`config.mk`:
```
export PLATFORM = sky130hd
export DESIGN_NAME = hit_resolver
export DESIGN_NICKNAME = d
export VERILOG_FILES = /design/src/rtl/hit_resolver.sv
export SDC_FILE = /design/constraint.sdc
export NUM_CORES = 1
export LEC_CHECK = 0
export BUFFER_PORTS_ARGS = -buffer_cell sky130_fd_sc_hd__buf_2
export CAP_MARGIN = 25
export CORE_ASPECT_RATIO = 0.9
export CORE_MARGIN = 5
export CORE_UTILIZATION = 52
export DETAILED_ROUTE_END_ITERATION = 10
export PLACE_DENSITY = 0.89
export SYNTH_ARGS = -nofsm -noshare
export SYNTH_HDL_FRONTEND = slang
export SYNTH_SLANG_ARGS = --single-unit
```
`constraint.sdc`:
```
create_clock -name clk -period 4 [get_ports clk]
set_input_delay 0.4 -clock clk [delete_from_list [all_inputs] [get_ports clk]]
set_output_delay 0.4 -clock clk [all_outputs]
set_load 0.02 [all_outputs]
```
`src/rtl/hit_resolver.sv`:
```
// hit_resolver: frame-rate combat referee between two players.
// Registers at most one hit per attack swing, tracks health and hit-stun,
// and runs the round state machine (fight / P1 wins / P2 wins / draw).
//
// Ports:
//   clk, rst               system clock, asynchronous active-high reset
//   tick                   one-cycle frame strobe; game logic advances on it
//   restart                level; starts a new round on any clk
//   p1_state, p2_state     player FSM state codes (4 bits)
//   p*_hit_{x1,x2,y1,y2}   basic hit boxes, inclusive corners (10 bits)
//   p*_hurt_{x1,x2,y1,y2}  main hurtboxes, inclusive corners (10 bits)
//   p1_health, p2_health   current health (4 bits)
//   p1_stun, p2_stun       high while that player's stun counter is non-zero
//   p1_hit, p2_hit         one-clk pulse when that player takes a hit
//   round_state            0=FIGHT 1=P1_WINS 2=P2_WINS 3=DRAW
module hit_resolver #(
    parameter int          MAX_HEALTH   = 3,
    parameter int          STUN_FRAMES  = 30,
    parameter logic [3:0]  ACTIVE_STATE = 4'd4
) (
    input  logic       clk,
    input  logic       rst,
    input  logic       tick,
    input  logic       restart,
    input  logic [3:0] p1_state,
    input  logic [3:0] p2_state,
    input  logic [9:0] p1_hit_x1,
    input  logic [9:0] p1_hit_x2,
    input  logic [9:0] p1_hit_y1,
    input  logic [9:0] p1_hit_y2,
    input  logic [9:0] p1_hurt_x1,
    input  logic [9:0] p1_hurt_x2,
    input  logic [9:0] p1_hurt_y1,
    input  logic [9:0] p1_hurt_y2,
    input  logic [9:0] p2_hit_x1,
    input  logic [9:0] p2_hit_x2,
    input  logic [9:0] p2_hit_y1,
    input  logic [9:0] p2_hit_y2,
    input  logic [9:0] p2_hurt_x1,
    input  logic [9:0] p2_hurt_x2,
    input  logic [9:0] p2_hurt_y1,
    input  logic [9:0] p2_hurt_y2,
    output logic [3:0] p1_health,
    output logic [3:0] p2_health,
    output logic       p1_stun,
    output logic       p2_stun,
    output logic       p1_hit,
    output logic       p2_hit,
    output logic [1:0] round_state
);

    typedef enum logic [1:0] {
        FIGHT   = 2'd0,
        P1_WINS = 2'd1,
        P2_WINS = 2'd2,
        DRAW    = 2'd3
    } round_t;

    localparam logic [3:0] HEALTH_INIT = 4'(MAX_HEALTH);
    localparam logic [7:0] STUN_INIT   = 8'(STUN_FRAMES);

    round_t     r_round;
    logic [3:0] r_p1_health;
    logic [3:0] r_p2_health;
    logic [7:0] r_p1_cnt;
    logic [7:0] r_p2_cnt;
    logic       r_p1_stun;
    logic       r_p2_stun;
    logic       r_p1_conn;
    logic       r_p2_conn;
    logic       r_p1_hit;
    logic       r_p2_hit;

    logic       w_ovl_12;
    logic       w_ovl_21;
    logic       w_p1_lands;
    logic       w_p2_lands;
    logic       w_p1_idle;
    logic       w_p2_idle;
    logic [3:0] w_p1_health_nx;
    logic [3:0] w_p2_health_nx;
    logic [7:0] w_p1_cnt_nx;
    logic [7:0] w_p2_cnt_nx;

    // Inclusive-corner rectangle overlap; touching edges count.
    function automatic logic f_ovl(
        input logic [9:0] ax1, input logic [9:0] ax2,
        input logic [9:0] ay1, input logic [9:0] ay2,
        input logic [9:0] bx1, input logic [9:0] bx2,
        input logic [9:0] by1, input logic [9:0] by2
    );
        return (ax1 <= bx2) && (bx1 <= ax2) &&
               (ay1 <= by2) && (by1 <= ay2);
    endfunction

    always_comb begin
        w_ovl_12 = f_ovl(p1_hit_x1, p1_hit_x2, p1_hit_y1, p1_hit_y2,
                         p2_hurt_x1, p2_hurt_x2, p2_hurt_y1, p2_hurt_y2);
        w_ovl_21 = f_ovl(p2_hit_x1, p2_hit_x2, p2_hit_y1, p2_hit_y2,
                         p1_hurt_x1, p1_hurt_x2, p1_hurt_y1, p1_hurt_y2);

        // A stunned defender is untouchable; the attacker's conn flag
        // stays clear so the same swing may land once stun expires.
        w_p1_lands = tick && (r_round == FIGHT) &&
                     (p1_state == ACTIVE_STATE) && !r_p1_conn &&
                     (r_p2_cnt == 8'd0) && w_ovl_12;
        w_p2_lands = tick && (r_round == FIGHT) &&
                     (p2_state == ACTIVE_STATE) && !r_p2_conn &&
                     (r_p1_cnt == 8'd0) && w_ovl_21;

        w_p1_idle = (p1_state <= 4'd2);
        w_p2_idle = (p2_state <= 4'd2);

        w_p1_health_nx = r_p1_health;
        if (w_p2_lands && r_p1_health != 4'd0)
            w_p1_health_nx = r_p1_health - 4'd1;
        w_p2_health_nx = r_p2_health;
        if (w_p1_lands && r_p2_health != 4'd0)
            w_p2_health_nx = r_p2_health - 4'd1;

        // A new hit reloads the counter rather than extending it.
        w_p1_cnt_nx = r_p1_cnt;
        if (w_p2_lands)
            w_p1_cnt_nx = STUN_INIT;
        else if (tick && r_p1_cnt != 8'd0)
            w_p1_cnt_nx = r_p1_cnt - 8'd1;
        w_p2_cnt_nx = r_p2_cnt;
        if (w_p1_lands)
            w_p2_cnt_nx = STUN_INIT;
        else if (tick && r_p2_cnt != 8'd0)
            w_p2_cnt_nx = r_p2_cnt - 8'd1;
    end

    always_ff @(posedge clk or posedge rst) begin
        if (rst) begin
            r_round     <= FIGHT;
            r_p1_health <= HEALTH_INIT;
            r_p2_health <= HEALTH_INIT;
            r_p1_cnt    <= 8'd0;
            r_p2_cnt    <= 8'd0;
            r_p1_stun   <= 1'b0;
            r_p2_stun   <= 1'b0;
            r_p1_conn   <= 1'b0;
            r_p2_conn   <= 1'b0;
            r_p1_hit    <= 1'b0;
            r_p2_hit    <= 1'b0;
        end else if (restart) begin
            r_round     <= FIGHT;
            r_p1_health <= HEALTH_INIT;
            r_p2_health <= HEALTH_INIT;
            r_p1_cnt    <= 8'd0;
            r_p2_cnt    <= 8'd0;
            r_p1_stun   <= 1'b0;
            r_p2_stun   <= 1'b0;
            r_p1_conn   <= 1'b0;
            r_p2_conn   <= 1'b0;
            r_p1_hit    <= 1'b0;
            r_p2_hit    <= 1'b0;
        end else begin
            r_p1_health <= w_p1_health_nx;
            r_p2_health <= w_p2_health_nx;
            r_p1_cnt    <= w_p1_cnt_nx;
            r_p2_cnt    <= w_p2_cnt_nx;
            r_p1_stun   <= (w_p1_cnt_nx != 8'd0);
            r_p2_stun   <= (w_p2_cnt_nx != 8'd0);
            r_p1_hit    <= w_p2_lands;
            r_p2_hit    <= w_p1_lands;

            if (w_p1_lands)
                r_p1_conn <= 1'b1;
            else if (tick && w_p1_idle)
                r_p1_conn <= 1'b0;
            if (w_p2_lands)
                r_p2_conn <= 1'b1;
            else if (tick && w_p2_idle)
                r_p2_conn <= 1'b0;

            // Round outcome uses the health values after this tick's hits.
            if (tick && r_round == FIGHT) begin
                if (w_p1_health_nx == 4'd0 && w_p2_health_nx == 4'd0)
                    r_round <= DRAW;
                else if (w_p2_health_nx == 4'd0)
                    r_round <= P1_WINS;
                else if (w_p1_health_nx == 4'd0)
                    r_round <= P2_WINS;
                else
                    r_round <= FIGHT;
            end
        end
    end

    assign p1_health   = r_p1_health;
    assign p2_health   = r_p2_health;
    assign p1_stun     = r_p1_stun;
    assign p2_stun     = r_p2_stun;
    assign p1_hit      = r_p1_hit;
    assign p2_hit      = r_p2_hit;
    assign round_state = r_round;

endmodule

```
==> flow_summary.html, run 1 <==
<table>
<tr><th>Metric</th><th>Value</th></tr>
<tr><th colspan="2">Yosys</th></tr>
<tr><td>Number of enable-type register cells in the synthesized netlist</td><td>0</td></tr>
<tr><td>Top flip-flop cell by instance count after synthesis</td><td>sky130_fd_sc_hd__dfrtp_1</td></tr>
<tr><td>FFs w/ async S/R, synth</td><td>1.00</td></tr>
<tr><td>Syn nets</td><td>approximately 760</td></tr>
<tr><td>Top post-synthesis cells by count</td><td>sky130_fd_sc_hd__inv_1, sky130_fd_sc_hd__ha_1, sky130_fd_sc_hd__nand2_1, sky130_fd_sc_hd__a21oi_1</td></tr>
<tr><td>Main area contributors after synthesis</td><td>sky130_fd_sc_hd__ha_1, sky130_fd_sc_hd__dfrtp_1, sky130_fd_sc_hd__inv_1</td></tr>
<tr><td>Area fraction in compound gates after synthesis</td><td>0.182</td></tr>
<tr><td>Number of warnings reported in the yosys synthesis log</td><td>0</td></tr>
<tr><td>Synth Area per Inst</td><td>~8.0 um^2</td></tr>
<tr><td>Synth Area in Simple Gates</td><td>0.200</td></tr>
<tr><td>Yosys reg bits</td><td>32</td></tr>
<tr><td>Cell area after technology mapping</td><td>4000 um^2</td></tr>
<tr><td>Cell with the most instances after synthesis</td><td>sky130_fd_sc_hd__inv_1</td></tr>
<tr><td>Sequential element share of the synthesized area</td><td>0.202</td></tr>
<tr><td>Largest family of logic cells by synthesized area</td><td>adder cells</td></tr>
<tr><td>Portion of synthesized cell area occupied by the leading cell type</td><td>0.263</td></tr>
<tr><td>Mux share of post-synthesis cell area</td><td>0.0150</td></tr>
<tr><td>Number of distinct standard cells referenced by the synthesized netlist</td><td>55</td></tr>
<tr><td>Post-synthesis xor/xnor area fraction</td><td>0.0329</td></tr>
<tr><td>Synth area leader</td><td>sky130_fd_sc_hd__ha_1</td></tr>
<tr><td>Gate count after technology mapping</td><td>around 500</td></tr>
<tr><td>Adder-cell share of the synthesized area</td><td>0.263</td></tr>
<tr><th colspan="2">Drt</th></tr>
<tr><td>Mean routed wirelength per cell</td><td>around 14 um</td></tr>
<tr><td>Iteration count of the initial detailed-routing pass</td><td>4</td></tr>
<tr><td>DRC</td><td>0</td></tr>
<tr><td>Initial drt markers</td><td>just under 90</td></tr>
<tr><td>Total number of vias</td><td>around 4,200</td></tr>
<tr><td>Vias per inst</td><td>5.31</td></tr>
<tr><td>Number of nets with antenna violations after detailed routing</td><td>0</td></tr>
<tr><td>Aggregate routed wire length</td><td>approximately 11,000 um</td></tr>
<tr><th colspan="2">Die</th></tr>
<tr><td>Io pins</td><td>~190</td></tr>
<tr><td>Chip Width</td><td>approximately 100 um</td></tr>
<tr><td>Die Span Y</td><td>93.2 um</td></tr>
<tr><td>Std-Cell Rows</td><td>30</td></tr>
<tr><td>Starting Density</td><td>0.533</td></tr>
<tr><td>Die Area</td><td>~9500 um^2</td></tr>
<tr><td>Area of the core</td><td>~7500 um^2</td></tr>
<tr><th colspan="2">Global routing</th></tr>
<tr><td>Total grt overflow</td><td>0</td></tr>
<tr><td>Pin count of the biggest net entering global routing</td><td>33</td></tr>
<tr><td>Via count of the first global-routing pass</td><td>around 4,300</td></tr>
<tr><td>Total GRT Usage</td><td>0.221</td></tr>
<tr><td>Antenna violations before repair</td><td>0</td></tr>
<tr><td>Wire length of the first global-routing pass</td><td>between 15,000 and 20,000 um</td></tr>
<tr><th colspan="2">CTS</th></tr>
<tr><td>Post-CTS Setup Bufs</td><td>0</td></tr>
<tr><td>Clock latency reported for the late side of the worst-skew pair</td><td>0.28 ns</td></tr>
<tr><td>Resized Gates After CTS</td><td>0</td></tr>
<tr><td>Root buffer cell</td><td>sky130_fd_sc_hd__clkbuf_8</td></tr>
<tr><td>Clock tree from TritonCTS</td><td>yes</td></tr>
<tr><td>Buffer levels on the longest clock path</td><td>2</td></tr>
<tr><td>Num CTS Buffers</td><td>5</td></tr>
<tr><td>Total number of H-tree levels</td><td>2</td></tr>
<tr><td>Clock slew seen by the registers of the worst setup and hold paths</td><td>approximately 0.070 ns</td></tr>
<tr><td>Post-CTS Hold Buffers</td><td>0</td></tr>
<tr><td>Clk sink count</td><td>32</td></tr>
<tr><th colspan="2">STA</th></tr>
<tr><td>Slew at the pin closest to its max-slew limit</td><td>between 0.5 and 0.6 ns</td></tr>
<tr><td>Number of pins with negative max-slew slack in the final report</td><td>0</td></tr>
<tr><td>Final period util</td><td>0.625</td></tr>
<tr><td>Worst slew margin relative to its limit</td><td>0.613</td></tr>
<tr><td>Max Clk Rate</td><td>~0.4 GHz</td></tr>
<tr><td>Post-route clock skew</td><td>between 0.005 and 0.006 ns</td></tr>
<tr><td>Setup repair after global routing missed its margin</td><td>no</td></tr>
<tr><td>Tightest hold margin</td><td>0.184 ns</td></tr>
<tr><td>Number of failing hold endpoints at the final stage</td><td>0</td></tr>
<tr><td>Final Setup Violations</td><td>0</td></tr>
<tr><td>Time the final worst path needs with I/O delays and setup</td><td>2.50 ns</td></tr>
<tr><td>Sum of negative setup slack</td><td>0 ns</td></tr>
<tr><th colspan="2">Cells and area</th></tr>
<tr><td>Antenna diode count</td><td>0</td></tr>
<tr><td>Layout fillers</td><td>around 600</td></tr>
<tr><td>Ratio of cells with drive above 1 in the final layout</td><td>0.303</td></tr>
<tr><td>Growth of design area from synthesis to finish</td><td>27.8%</td></tr>
<tr><td>Net count of the finished layout</td><td>944</td></tr>
<tr><th colspan="2">Power and ir drop</th></tr>
<tr><td>Net switching power</td><td>about 660 uW</td></tr>
<tr><td>Worst IR drop on VDD</td><td>approximately 0.21 mV</td></tr>
<tr><td>Logic gate share of total power</td><td>0.534</td></tr>
<tr><td>Share of total power consumed by net switching</td><td>0.414</td></tr>
<tr><td>Relative contribution of the clock network to total power</td><td>0.163</td></tr>
<tr><td>Cell leakage power</td><td>just over 0.003 uW</td></tr>
<tr><td>Total Power Consumption</td><td>1590 uW</td></tr>
<tr><td>Internal</td><td>a little over 900 uW</td></tr>
<tr><td>Sequential share of power</td><td>0.304</td></tr>
<tr><td>Power density of the placed cells</td><td>between 300 and 400 nW/um^2</td></tr>
<tr><th colspan="2">Setup path</th></tr>
<tr><td>Data arrival time of the critical path</td><td>between 2 and 3 ns</td></tr>
<tr><td>Kind of end point of the critical path</td><td>flip-flop</td></tr>
<tr><td>Maximum fanout encountered on the critical timing path</td><td>12</td></tr>
<tr><td>Startpoint-to-endpoint class of the critical path</td><td>flip-flop to flip-flop</td></tr>
<tr><td>Critical path data required time</td><td>roughly 4.2 ns</td></tr>
<tr><td>Nature of the critical path startpoint</td><td>flip-flop</td></tr>
<tr><th colspan="2">Min path</th></tr>
<tr><td>Kind of path behind the tightest hold check</td><td>primary input to async pin</td></tr>
<tr><th colspan="2">Placed design</th></tr>
<tr><td>Global placement routability congestion</td><td>about 0.88</td></tr>
<tr><td>Post-DP HPWL</td><td>about 9400 um</td></tr>
<tr><td>Number of port buffers</td><td>around 190</td></tr>
<tr><th colspan="2">Status</th></tr>
<tr><td>Outcome</td><td>finished clean</td></tr>
<tr><th colspan="2">Job</th></tr>
<tr><td>Maximum Capacitance Violations</td><td>0</td></tr>
</table>
==> path summary, 6_finish.rpt <==
kind | startpoint | end | slack (ns) | cells after the start
setup / recovery | r_p2_cnt[0] | round_state[0] | 1.50 | 8
hold / removal | rst | p1_hit | 0.18 | 3
setup reg to reg | r_p2_cnt[0] | round_state[0] | 1.50 | 8
hold reg to reg | r_p1_conn | r_p1_conn | 0.53 | 2
max in group asynchronous | rst | p2_health[0] | 3.49 | 3
min in group clk | p2_state[2] | r_p2_conn | 0.48 | 5
==> power groups by stage <==
| stage | logic (uW) | clock network [uW] | registers (uW) |
|---|---|---|---|
| floorplan | 620 | 0 | 479 |
| global placement | 807 | 0 | 479 |
| detailed placement | 847 | 0 | 486 |
| CTS | 852 | 266 | 482 |
| global route | 957 | 282 | 495 |
| finish | 849 | 259 | 483 |
==> layout by cell type (no fill, tap or decap), types with 3 or more instances in the layout <==
cell type	instances
sky130_fd_sc_hd__a21oi_1	37
sky130_fd_sc_hd__ha_1	84
sky130_fd_sc_hd__inv_1	104
sky130_fd_sc_hd__o21ai_0	15
sky130_fd_sc_hd__nand2_1	40
sky130_fd_sc_hd__mux2i_1	6
sky130_fd_sc_hd__nand2b_1	6
sky130_fd_sc_hd__nand3_1	8
sky130_fd_sc_hd__nand3b_1	4
sky130_fd_sc_hd__nor2_1	28
sky130_fd_sc_hd__nor4_1	4
sky130_fd_sc_hd__nor2b_1	3
sky130_fd_sc_hd__and3_1	6
sky130_fd_sc_hd__nand4_1	14
sky130_fd_sc_hd__o21ai_1	6
sky130_fd_sc_hd__a211oi_1	4
sky130_fd_sc_hd__nor4b_1	3
sky130_fd_sc_hd__clkbuf_8	6
sky130_fd_sc_hd__dfrtp_1	28
sky130_fd_sc_hd__xnor2_1	7
sky130_fd_sc_hd__a21o_1	17
sky130_fd_sc_hd__a221oi_1	3
sky130_fd_sc_hd__nor3_1	13
sky130_fd_sc_hd__xor2_1	8
sky130_fd_sc_hd__or3_1	4
sky130_fd_sc_hd__dfstp_2	4
sky130_fd_sc_hd__buf_2	185
sky130_fd_sc_hd__a32oi_1	4
==> logic make-up (layout without fill, tap and decap cells) <==
kind of cell / after synthesis / after routing
and+or+nand+nor: 148 / 148
buffers and inverters: 111 / 298
AOI/OAI and AO/OA: 106 / 106
adders and majority gates: 84 / 84
DFF: 32 / 32
xor gates and xnor gates: 15 / 15
muxes: 6 / 6
==> routing by layer <==
metal | global-route usage | routed length [um] | vias up
met4 | 0.0612 | 196 | 0
met3 | 0.0522 | 964 | 16
met5 | 0 | 0 | -
met1 | 0.234 | 4030 | 1867
met2 | 0.428 | 5520 | 167
li1 | - | - | 2121
==> area by class of cell <==
| cell class | instances | area (um^2) | area share |
|---|---|---|---|
| inverter | 104 | 390 | 0.0764 |
| clock buffer | 6 | 82.6 | 0.0162 |
| multi-input combinational | 359 | 2770 | 0.542 |
| timing repair buffer | 186 | 933 | 0.183 |
| clock inverter | 2 | 10.0 | 0.00196 |
| tap | 96 | 120 | 0.0235 |
| sequential | 32 | 806 | 0.158 |
==> registers in the layout, indices dropped and copies added (netlist names) <==
name and count:
p2_health 4, p2_stun 1, r_p1_cnt 8, p1_stun 1, r_p2_cnt 8, r_p1_conn 1
r_p2_conn 1, round_state 2, p1_health 4, p1_hit 1, p2_hit 1
==> critical path, stage by stage (launching register included) <==
cell	delay [ns]
sky130_fd_sc_hd__dfrtp_1	0.42
sky130_fd_sc_hd__inv_1	0.10
sky130_fd_sc_hd__ha_1	0.25
sky130_fd_sc_hd__nor4b_2	0.32
sky130_fd_sc_hd__nand3b_1	0.19
sky130_fd_sc_hd__a211o_1	0.37
sky130_fd_sc_hd__or3_4	0.42
sky130_fd_sc_hd__o221ai_1	0.21
sky130_fd_sc_hd__o211a_1	0.16
==> through the flow <==
step | std cells | util | instance area, um^2 | setup slack (ns)
after floorplan | 502 | - | 4000 | 1.58
after global placement | 777 | 0.668 | 5020 | 1.35
after detailed placement | 777 | 0.668 | 5020 | 1.24
after CTS | 785 | 0.681 | 5110 | 1.51
after global routing | 785 | 0.681 | 5110 | 1.31
final | 785 | 0.681 | 5110 | 1.50
(Power assumes the default switching activity.)
==> inputs of run 2 (changes only) <==
--- a/config.mk
+++ b/config.mk
@@ -9,9 +9,9 @@
 export CAP_MARGIN = 25
 export CORE_ASPECT_RATIO = 0.9
 export CORE_MARGIN = 5
-export CORE_UTILIZATION = 52
+export CORE_UTILIZATION = 44
 export DETAILED_ROUTE_END_ITERATION = 10
-export PLACE_DENSITY = 0.89
+export PLACE_DENSITY = 0.8
 export SYNTH_ARGS = -nofsm -noshare
 export SYNTH_HDL_FRONTEND = slang
 export SYNTH_SLANG_ARGS = --single-unit
==> constraint.sdc (replaced) <==
create_clock -name clk -period 2.2 [get_ports clk]
set_input_delay 0.22 -clock clk [delete_from_list [all_inputs] [get_ports clk]]
set_output_delay 0.22 -clock clk [all_outputs]
set_load 0.02 [all_outputs]
==> flow_summary.html, run 2 (synthesis results as in run 1) <==
<table>
<tr><th>Metric</th><th>Value</th></tr>
<tr><th colspan="2">Global routing</th></tr>
<tr><td>Total GRT Usage</td><td>0.197 (-0.0249)</td></tr>
<tr><td>Via count of the first global-routing pass</td><td>4,469 (+4.0%)</td></tr>
<tr><td>Wire length of the first global-routing pass</td><td>18,700 um (+7.3%)</td></tr>
<tr><td>Antenna violations before repair</td><td>0 (unchanged)</td></tr>
<tr><td>Pin count of the biggest net entering global routing</td><td>33 (unchanged)</td></tr>
<tr><td>Total grt overflow</td><td>0 (unchanged)</td></tr>
<tr><th colspan="2">Cells and area</th></tr>
<tr><td>Leading cell types in the layout, fill and taps excluded</td><td>sky130_fd_sc_hd__buf_2, sky130_fd_sc_hd__inv_1, sky130_fd_sc_hd__ha_1</td></tr>
<tr><td>Growth of design area from synthesis to finish</td><td>37.9%</td></tr>
<tr><td>Layout fillers</td><td>799 (+31%)</td></tr>
<tr><td>Post-route non-filler standard cell count</td><td>844 (+7.5%)</td></tr>
<tr><td>Most frequent standard cell in the layout excluding fill and tap cells</td><td>sky130_fd_sc_hd__buf_2</td></tr>
<tr><td>Antenna diode count</td><td>0 (unchanged)</td></tr>
<tr><td>Summed area of non-filler cells in the final layout</td><td>5510 um^2 (+7.9%)</td></tr>
<tr><td>Ratio of cells with drive above 1 in the final layout</td><td>0.359 (+0.0554)</td></tr>
<tr><td>Net count of the finished layout</td><td>977 (+3.5%)</td></tr>
<tr><td>Largest registers</td><td>r_p1_cnt (8), r_p2_cnt (8)</td></tr>
<tr><th colspan="2">CTS</th></tr>
<tr><td>Post-CTS Hold Buffers</td><td>0 (unchanged)</td></tr>
<tr><td>Clock latency reported for the late side of the worst-skew pair</td><td>0.29 ns (about the same)</td></tr>
<tr><td>Root buffer cell</td><td>sky130_fd_sc_hd__clkbuf_8</td></tr>
<tr><td>Clock tree from TritonCTS</td><td>yes</td></tr>
<tr><td>Total number of H-tree levels</td><td>2 (unchanged)</td></tr>
<tr><td>Buffer levels on the longest clock path</td><td>2 (unchanged)</td></tr>
<tr><td>Clock slew seen by the registers of the worst setup and hold paths</td><td>0.07 ns (about the same)</td></tr>
<tr><td>Num CTS Buffers</td><td>5 (unchanged)</td></tr>
<tr><td>Clk sink count</td><td>32 (unchanged)</td></tr>
<tr><th colspan="2">Setup path</th></tr>
<tr><td>Slowest cell on the critical path</td><td>sky130_fd_sc_hd__or3_4</td></tr>
<tr><td>Critical-path cell list</td><td>inv_1 &gt; ha_2 &gt; nor4b_4 &gt; nand3b_1 &gt; a211o_1 &gt; or3_4 &gt; o221ai_2 &gt; o211a_1</td></tr>
<tr><td>Critical path data required time</td><td>2.44 ns (-1.78 ns)</td></tr>
<tr><td>Delay-heaviest family, CP</td><td>simple AND/OR/NAND/NOR gates</td></tr>
<tr><td>Maximum fanout encountered on the critical timing path</td><td>6 (-6)</td></tr>
<tr><td>Nature of the critical path startpoint</td><td>flip-flop</td></tr>
<tr><td>Data arrival time of the critical path</td><td>2.48 ns (-0.24 ns)</td></tr>
<tr><td>Number of buffers and inverters on the critical path</td><td>1 (unchanged)</td></tr>
<tr><td>Biggest cell delay along the critical path</td><td>0.40 ns (-0.02 ns)</td></tr>
<tr><td>Startpoint-to-endpoint class of the critical path</td><td>flip-flop to flip-flop</td></tr>
<tr><td>Kind of end point of the critical path</td><td>flip-flop</td></tr>
<tr><th colspan="2">Job</th></tr>
<tr><td>Maximum Capacitance Violations</td><td>0 (unchanged)</td></tr>
<tr><th colspan="2">STA</th></tr>
<tr><td>Number of failing hold endpoints at the final stage</td><td>0 (unchanged)</td></tr>
<tr><td>Worst slew margin relative to its limit</td><td>0.721 (+0.108)</td></tr>
<tr><td>Time the final worst path needs with I/O delays and setup</td><td>2.24 ns (-0.261 ns)</td></tr>
<tr><td>Slew at the pin closest to its max-slew limit</td><td>0.414 ns (-0.152 ns)</td></tr>
<tr><td>Final Setup Violations</td><td>3 (+3)</td></tr>
<tr><td>Post-route clock skew</td><td>0.00644 ns (+0.00144 ns)</td></tr>
<tr><td>Sum of negative setup slack</td><td>-0.0580 ns (-0.0580 ns)</td></tr>
<tr><td>Final period util</td><td>1.02 (+0.393)</td></tr>
<tr><td>Setup repair after global routing missed its margin</td><td>yes</td></tr>
<tr><td>Tightest hold margin</td><td>0.00177 ns (-0.182 ns)</td></tr>
<tr><td>Number of pins with negative max-slew slack in the final report</td><td>0 (unchanged)</td></tr>
<tr><td>Max Clk Rate</td><td>0.447 GHz (+12%)</td></tr>
<tr><td>Minimum setup slack in the final design</td><td>-0.0386 ns (-1.54 ns)</td></tr>
<tr><th colspan="2">Power and ir drop</th></tr>
<tr><td>Cell leakage power</td><td>0.00321 uW (+6.0%)</td></tr>
<tr><td>Power density of the placed cells</td><td>607 nW/um^2 (+95%)</td></tr>
<tr><td>Worst IR drop on VDD</td><td>0.389 mV (+88%)</td></tr>
<tr><th colspan="2">Drt</th></tr>
<tr><td>DRC</td><td>0 (unchanged)</td></tr>
<tr><td>Aggregate routed wire length</td><td>11,000 um (+2.6%)</td></tr>
<tr><td>Number of nets with antenna violations after detailed routing</td><td>0 (unchanged)</td></tr>
<tr><td>Iteration count of the initial detailed-routing pass</td><td>5 (+1)</td></tr>
<tr><td>Initial drt markers</td><td>148 (+70%)</td></tr>
<tr><td>Vias per inst</td><td>5.09 (-4.2%)</td></tr>
<tr><td>Total number of vias</td><td>4,297 (+3.0%)</td></tr>
<tr><td>Mean routed wirelength per cell</td><td>13.0 um (-4.6%)</td></tr>
<tr><th colspan="2">Status</th></tr>
<tr><td>Outcome</td><td>finished, violations left</td></tr>
<tr><td>Failing checks</td><td>negative setup slack</td></tr>
<tr><th colspan="2">Die</th></tr>
<tr><td>Std-Cell Rows</td><td>33 (+10%)</td></tr>
<tr><td>Area of the core</td><td>9000 um^2 (+20%)</td></tr>
<tr><td>Die Span Y</td><td>100 um (+7.8%)</td></tr>
<tr><td>Chip Width</td><td>110 um (+7.9%)</td></tr>
<tr><td>Die Area</td><td>11,100 um^2 (+16%)</td></tr>
<tr><td>Io pins</td><td>186 (unchanged)</td></tr>
<tr><td>Starting Density</td><td>0.444 (-0.0884)</td></tr>
<tr><th colspan="2">Placed design</th></tr>
<tr><td>Post-place setup slack</td><td>-0.215 ns (-1.45 ns)</td></tr>
<tr><td>Global placement routability congestion</td><td>0.900 (+2.6%)</td></tr>
<tr><td>Number of placed instances, taps included</td><td>833 (+7.2%)</td></tr>
<tr><td>Post-DP HPWL</td><td>9530 um (+1.3%)</td></tr>
<tr><td>Area of placed instances</td><td>5310 um^2 (+5.8%)</td></tr>
<tr><td>Number of port buffers</td><td>185 (unchanged)</td></tr>
<tr><th colspan="2">Min path</th></tr>
<tr><td>Kind of path behind the tightest hold check</td><td>primary input to async pin</td></tr>
</table>
==> run 2: changes by cell type in the layout (fill, tap and decap cells not counted), sizes merged <==
cell	delta
clkinv	-1
bufinv	+1
buf	+33
clkinvlp	+1
clkbuf	-1
==> run 2: worst paths after layout <==
path | endpoint | slack (ns) | start | cells past startpoint
hold reg to reg | r_p2_conn | 0.54 | r_p2_conn | 2
max in group asynchronous | p1_health[1] | 1.87 | rst | 3
hold / removal | r_p2_conn | 0.002 | rst | 3
min in group clk | p2_health[3] | 0.25 | restart | 2
setup reg to reg | round_state[0] | -0.04 | r_p2_cnt[1] | 8
setup / recovery | round_state[0] | -0.04 | r_p2_cnt[1] | 8
==> run 2: worst min-delay path, stage by stage <==
cell	delay [ns]
sky130_fd_sc_hd__buf_2	0.09
sky130_fd_sc_hd__inv_1	0.04
sky130_fd_sc_hd__buf_4	0.35
==> run 2: layout make-up <==
type	instances	area (um^2)	area share
multi-input cells	359	2870	0.520
repair buffers	219	1180	0.215
flip-flops and latches	32	806	0.146
inverters	104	390	0.0708
well taps	122	153	0.0277
clock buffers	5	68.8	0.0125
clock inverters	3	42.5	0.00772
==> run 2: what timing repair did <==
item | in CTS | in global routing
gates resized for setup | 3 | 14
pin swaps | 3 | 5
setup buffers | 1 | 2
endpoints found under the setup margin | 17 | 12
cloned | 0 | 0
==> run 2: report_power, final <==
group          internal (uW)  switching [uW]  total, uW  leakage [uW]
Clock                    335             235        570     0.0000541
Sequential               721             135        856      0.000420
Combinational            961             958       1920       0.00273
Total                   2020            1330       3350       0.00321
==> run 2: per-layer routing <==
layer,GRT usage,share of wire,vias to the layer above
li1,-,-,2197
met4,0.0521,0.022,0
met3,0.0633,0.086,25
met1,0.216,0.40,1897
met5,0,0,-
met2,0.367,0.49,178
==> run 2: stage by stage <==
step / total power (uW) / util
final: 3350 / 0.612
after global routing: 3650 / 0.612
after CTS: 3290 / 0.604
after detailed placement: 2670 / 0.590
after global placement: 2580 / 0.590
after floorplan: 2010 / -
==> inputs of run 3 (changes only) <==
--- a/config.mk
+++ b/config.mk
@@ -8,10 +8,11 @@
 export BUFFER_PORTS_ARGS = -buffer_cell sky130_fd_sc_hd__buf_2
 export CAP_MARGIN = 25
 export CORE_ASPECT_RATIO = 0.9
-export CORE_MARGIN = 5
-export CORE_UTILIZATION = 44
+export CORE_MARGIN = 2
+export CORE_UTILIZATION = 52
+export CTS_CLUSTER_DIAMETER = 100
 export DETAILED_ROUTE_END_ITERATION = 10
-export PLACE_DENSITY = 0.8
+export PLACE_DENSITY = 0.89
 export SYNTH_ARGS = -nofsm -noshare
 export SYNTH_HDL_FRONTEND = slang
 export SYNTH_SLANG_ARGS = --single-unit
==> constraint.sdc (replaced) <==
create_clock -name clk -period 2.88 [get_ports clk]
set_input_delay 0.288 -clock clk [delete_from_list [all_inputs] [get_ports clk]]
set_output_delay 0.288 -clock clk [all_outputs]
set_load 0.02 [all_outputs]
==> flow_summary.html, run 3 (synthesis results as in run 1) <==
<table>
<tr><th>Metric</th><th>Value</th></tr>
<tr><th colspan="2">Status</th></tr>
<tr><td>Outcome</td><td>finished clean</td></tr>
<tr><th colspan="2">Cells and area</th></tr>
<tr><td>Post-route non-filler standard cell count</td><td>786 (-6.9%)</td></tr>
<tr><td>Ratio of cells with drive above 1 in the final layout</td><td>0.304 (-0.0544)</td></tr>
<tr><td>Final core utilization</td><td>0.686 (+0.0737)</td></tr>
<tr><td>Net count of the finished layout</td><td>945 (-3.3%)</td></tr>
<tr><td>Most frequent standard cell in the layout excluding fill and tap cells</td><td>sky130_fd_sc_hd__buf_2</td></tr>
<tr><td>Largest registers</td><td>r_p1_cnt (8), r_p2_cnt (8)</td></tr>
<tr><td>Antenna diode count</td><td>0 (unchanged)</td></tr>
<tr><td>Growth of design area from synthesis to finish</td><td>28.9%</td></tr>
<tr><td>Leading cell types in the layout, fill and taps excluded</td><td>sky130_fd_sc_hd__buf_2, sky130_fd_sc_hd__inv_1, sky130_fd_sc_hd__ha_1</td></tr>
<tr><th colspan="2">Setup path</th></tr>
<tr><td>Maximum fanout encountered on the critical timing path</td><td>12 (+6)</td></tr>
<tr><td>Termination of the worst setup path</td><td>round_state[0]</td></tr>
<tr><td>Biggest cell delay along the critical path</td><td>0.43 ns (+0.03 ns)</td></tr>
<tr><td>Worst R2R Setup Slack</td><td>0.37 ns (+0.41 ns)</td></tr>
<tr><td>Depth of the critical timing path with buffers and inverters included</td><td>8 (unchanged)</td></tr>
<tr><td>Startpoint-to-endpoint class of the critical path</td><td>flip-flop to flip-flop</td></tr>
<tr><td>Nature of the critical path startpoint</td><td>flip-flop</td></tr>
<tr><td>CP Launch Point</td><td>r_p2_cnt[0]</td></tr>
<tr><td>Slowest cell on the critical path</td><td>sky130_fd_sc_hd__or3_4</td></tr>
<tr><td>Worst flop-to-flop path endpoint</td><td>round_state[0]</td></tr>
<tr><td>Critical path data required time</td><td>3.11 ns (+0.67 ns)</td></tr>
<tr><td>Delay-heaviest family, CP</td><td>simple AND/OR/NAND/NOR gates</td></tr>
<tr><td>Number of buffers and inverters on the critical path</td><td>1 (unchanged)</td></tr>
<tr><td>R2r worst-path depth</td><td>8 (unchanged)</td></tr>
<tr><td>Kind of end point of the critical path</td><td>flip-flop</td></tr>
<tr><td>Data arrival time of the critical path</td><td>2.73 ns (+0.25 ns)</td></tr>
<tr><td>Critical-path cell list</td><td>inv_1 &gt; ha_1 &gt; nor4b_2 &gt; nand3b_1 &gt; a211o_1 &gt; or3_4 &gt; o221ai_1 &gt; o211a_1</td></tr>
<tr><td>Launch point of the worst reg-to-reg path</td><td>r_p2_cnt[0]</td></tr>
<tr><th colspan="2">STA</th></tr>
<tr><td>Number of failing hold endpoints at the final stage</td><td>0 (unchanged)</td></tr>
<tr><td>Sum of negative setup slack</td><td>0 ns (+0.0580 ns)</td></tr>
<tr><td>Slew at the pin closest to its max-slew limit</td><td>0.553 ns (+0.139 ns)</td></tr>
<tr><td>Post-route clock skew</td><td>0.00588 ns (-0.000563 ns)</td></tr>
<tr><td>Setup repair after global routing missed its margin</td><td>no</td></tr>
<tr><td>Final Setup Violations</td><td>0 (-3)</td></tr>
<tr><td>Worst slew margin relative to its limit</td><td>0.622 (-0.0994)</td></tr>
<tr><td>Number of pins with negative max-slew slack in the final report</td><td>0 (unchanged)</td></tr>
<tr><td>Final period util</td><td>0.871 (-0.147)</td></tr>
<tr><td>Time the final worst path needs with I/O delays and setup</td><td>2.51 ns (+0.269 ns)</td></tr>
<tr><td>Max Clk Rate</td><td>0.399 GHz (-11%)</td></tr>
<tr><th colspan="2">Die</th></tr>
<tr><td>Starting Density</td><td>0.533 (+0.0884)</td></tr>
<tr><td>Die Area</td><td>8410 um^2 (-24%)</td></tr>
<tr><td>Die Span Y</td><td>87.2 um (-13%)</td></tr>
<tr><td>Chip Width</td><td>96.4 um (-13%)</td></tr>
<tr><td>Io pins</td><td>186 (unchanged)</td></tr>
<tr><td>Area of the core</td><td>7510 um^2 (-17%)</td></tr>
<tr><td>Std-Cell Rows</td><td>30 (-9.1%)</td></tr>
<tr><th colspan="2">Drt</th></tr>
<tr><td>Iteration count of the initial detailed-routing pass</td><td>4 (-1)</td></tr>
<tr><td>Number of nets with antenna violations after detailed routing</td><td>0 (unchanged)</td></tr>
<tr><td>Total number of vias</td><td>4,271 (-0.61%)</td></tr>
<tr><td>Met3 WL post-DR</td><td>821 um (-13%)</td></tr>
<tr><td>Total met2 wirelength after detailed routing</td><td>5290 um (-2.5%)</td></tr>
<tr><td>Initial drt markers</td><td>95 (-36%)</td></tr>
<tr><td>Mean routed wirelength per cell</td><td>13.0 um (+0.14%)</td></tr>
<tr><td>DRC</td><td>0 (unchanged)</td></tr>
<tr><td>Vias per inst</td><td>5.43 (+6.7%)</td></tr>
<tr><td>Metal-1 WL</td><td>3740 um (-15%)</td></tr>
<tr><td>Aggregate routed wire length</td><td>10,300 um (-6.7%)</td></tr>
<tr><td>Top metal layer carrying routed signals</td><td>met4</td></tr>
<tr><th colspan="2">Placed design</th></tr>
<tr><td>Global placement routability congestion</td><td>0.932 (+3.6%)</td></tr>
<tr><td>Number of port buffers</td><td>185 (unchanged)</td></tr>
<tr><td>Number of placed instances, taps included</td><td>778 (-6.6%)</td></tr>
<tr><td>Post-DP HPWL</td><td>8860 um (-7.1%)</td></tr>
<tr><th colspan="2">Global routing</th></tr>
<tr><td>Antenna violations before repair</td><td>0 (unchanged)</td></tr>
<tr><td>Total grt overflow</td><td>0 (unchanged)</td></tr>
<tr><td>Via count of the first global-routing pass</td><td>4,321 (-3.3%)</td></tr>
<tr><td>Pin count of the biggest net entering global routing</td><td>33 (unchanged)</td></tr>
<tr><td>Total GRT Usage</td><td>0.247 (+0.0501)</td></tr>
<tr><td>Wire length of the first global-routing pass</td><td>16,700 um (-11%)</td></tr>
<tr><th colspan="2">Power and ir drop</th></tr>
<tr><td>Cell leakage power</td><td>0.00304 uW (-5.1%)</td></tr>
<tr><td>Power density of the placed cells</td><td>455 nW/um^2 (-25%)</td></tr>
<tr><td>Total Power Consumption</td><td>2340 uW (-30%)</td></tr>
<tr><td>Worst IR drop on VDD</td><td>0.241 mV (-38%)</td></tr>
<tr><th colspan="2">CTS</th></tr>
<tr><td>Post-CTS Hold Buffers</td><td>0 (unchanged)</td></tr>
<tr><td>Clock slew seen by the registers of the worst setup and hold paths</td><td>0.07 ns (about the same)</td></tr>
<tr><td>Clk sink count</td><td>32 (unchanged)</td></tr>
<tr><td>Resized Gates After CTS</td><td>0 (-3)</td></tr>
<tr><td>Post-CTS Setup Bufs</td><td>0 (-1)</td></tr>
<tr><td>Clock tree from TritonCTS</td><td>yes</td></tr>
<tr><td>Root buffer cell</td><td>sky130_fd_sc_hd__clkbuf_8</td></tr>
<tr><td>Clock latency reported for the late side of the worst-skew pair</td><td>0.29 ns (about the same)</td></tr>
<tr><td>Buffer levels on the longest clock path</td><td>2 (unchanged)</td></tr>
<tr><td>Num CTS Buffers</td><td>5 (unchanged)</td></tr>
<tr><td>Total number of H-tree levels</td><td>2 (unchanged)</td></tr>
<tr><th colspan="2">Min path</th></tr>
<tr><td>Kind of path behind the tightest hold check</td><td>primary input to async pin</td></tr>
<tr><th colspan="2">Job</th></tr>
<tr><td>Maximum Capacitance Violations</td><td>0 (unchanged)</td></tr>
</table>
run 3: cell count changes in the layout (fill, tap and decap cells not counted), moves of 2 or more:
cell,before,now
sky130_fd_sc_hd__buf_4,33,2
sky130_fd_sc_hd__a21oi_1,34,37
sky130_fd_sc_hd__a21oi_2,3,0
sky130_fd_sc_hd__a2111oi_2,2,0
sky130_fd_sc_hd__clkbuf_8,5,7
sky130_fd_sc_hd__ha_1,82,84
run 3: worst register-to-register path, delay by kind of cell (launching register included):
kind	cells	cell delay [ns]
AND/OR/NAND/NOR	3	0.94
flip-flops	1	0.42
adder cells (fa/ha/maj)	1	0.24
AO/OA/AOI/OAI	3	0.76
buffers and inverters	1	0.10
run 3: stage by stage:
| stage | hold WS [ns] | worst slack [ns] | instance area, um^2 |
|---|---|---|---|
| 6_report | 0.0870 | 0.372 | 5150 |
| 3_3_place_gp | 0.381 | 0.366 | 5020 |
| 5_1_grt | 0.131 | 0.207 | 5150 |
| 4_1_cts | 0.0982 | 0.363 | 5150 |
| 2_1_floorplan | 0.401 | 0.569 | 4000 |
| 3_5_place_dp | 0.411 | 0.312 | 5020 |
run 3: per-layer routing:
layer | track usage | vias to the layer above
met4 | 0.128 | 0
li1 | - | 2126
met3 | 0.0511 | 43
met1 | 0.236 | 1898
met2 | 0.484 | 204
met5 | 0 | -
run 3: area by class of cell:
class                   instances  area (um^2)
well taps                      96          120
clock buffers                   7         96.3
multi-input cells             359         2770
flip-flops and latches         32          806
fillers                       604         2360
clock inverters                 1         30.0
inverters                     104          390
repair buffers                187          941
run 3: worst min path at each step:
| stage | start | end | slack (ns) | depth (start not counted) |
|---|---|---|---|---|
| after floorplan | rst | p1_health[2] | 0.40 | 1 |
| after global placement | rst | p1_stun | 0.38 | 3 |
| after detailed placement | rst | r_p1_cnt[7] | 0.41 | 3 |
| after CTS | rst | p1_stun | 0.1 | 3 |
| after global routing | rst | r_p1_cnt[4] | 0.13 | 3 |
| final | rst | r_p2_conn | 0.09 | 3 |
run 3: power by group:
part	leakage (uW)	internal, uW	switching, uW
clock	0.0000645	305	167
combinational	0.00256	552	647
sequential	0.000420	551	119
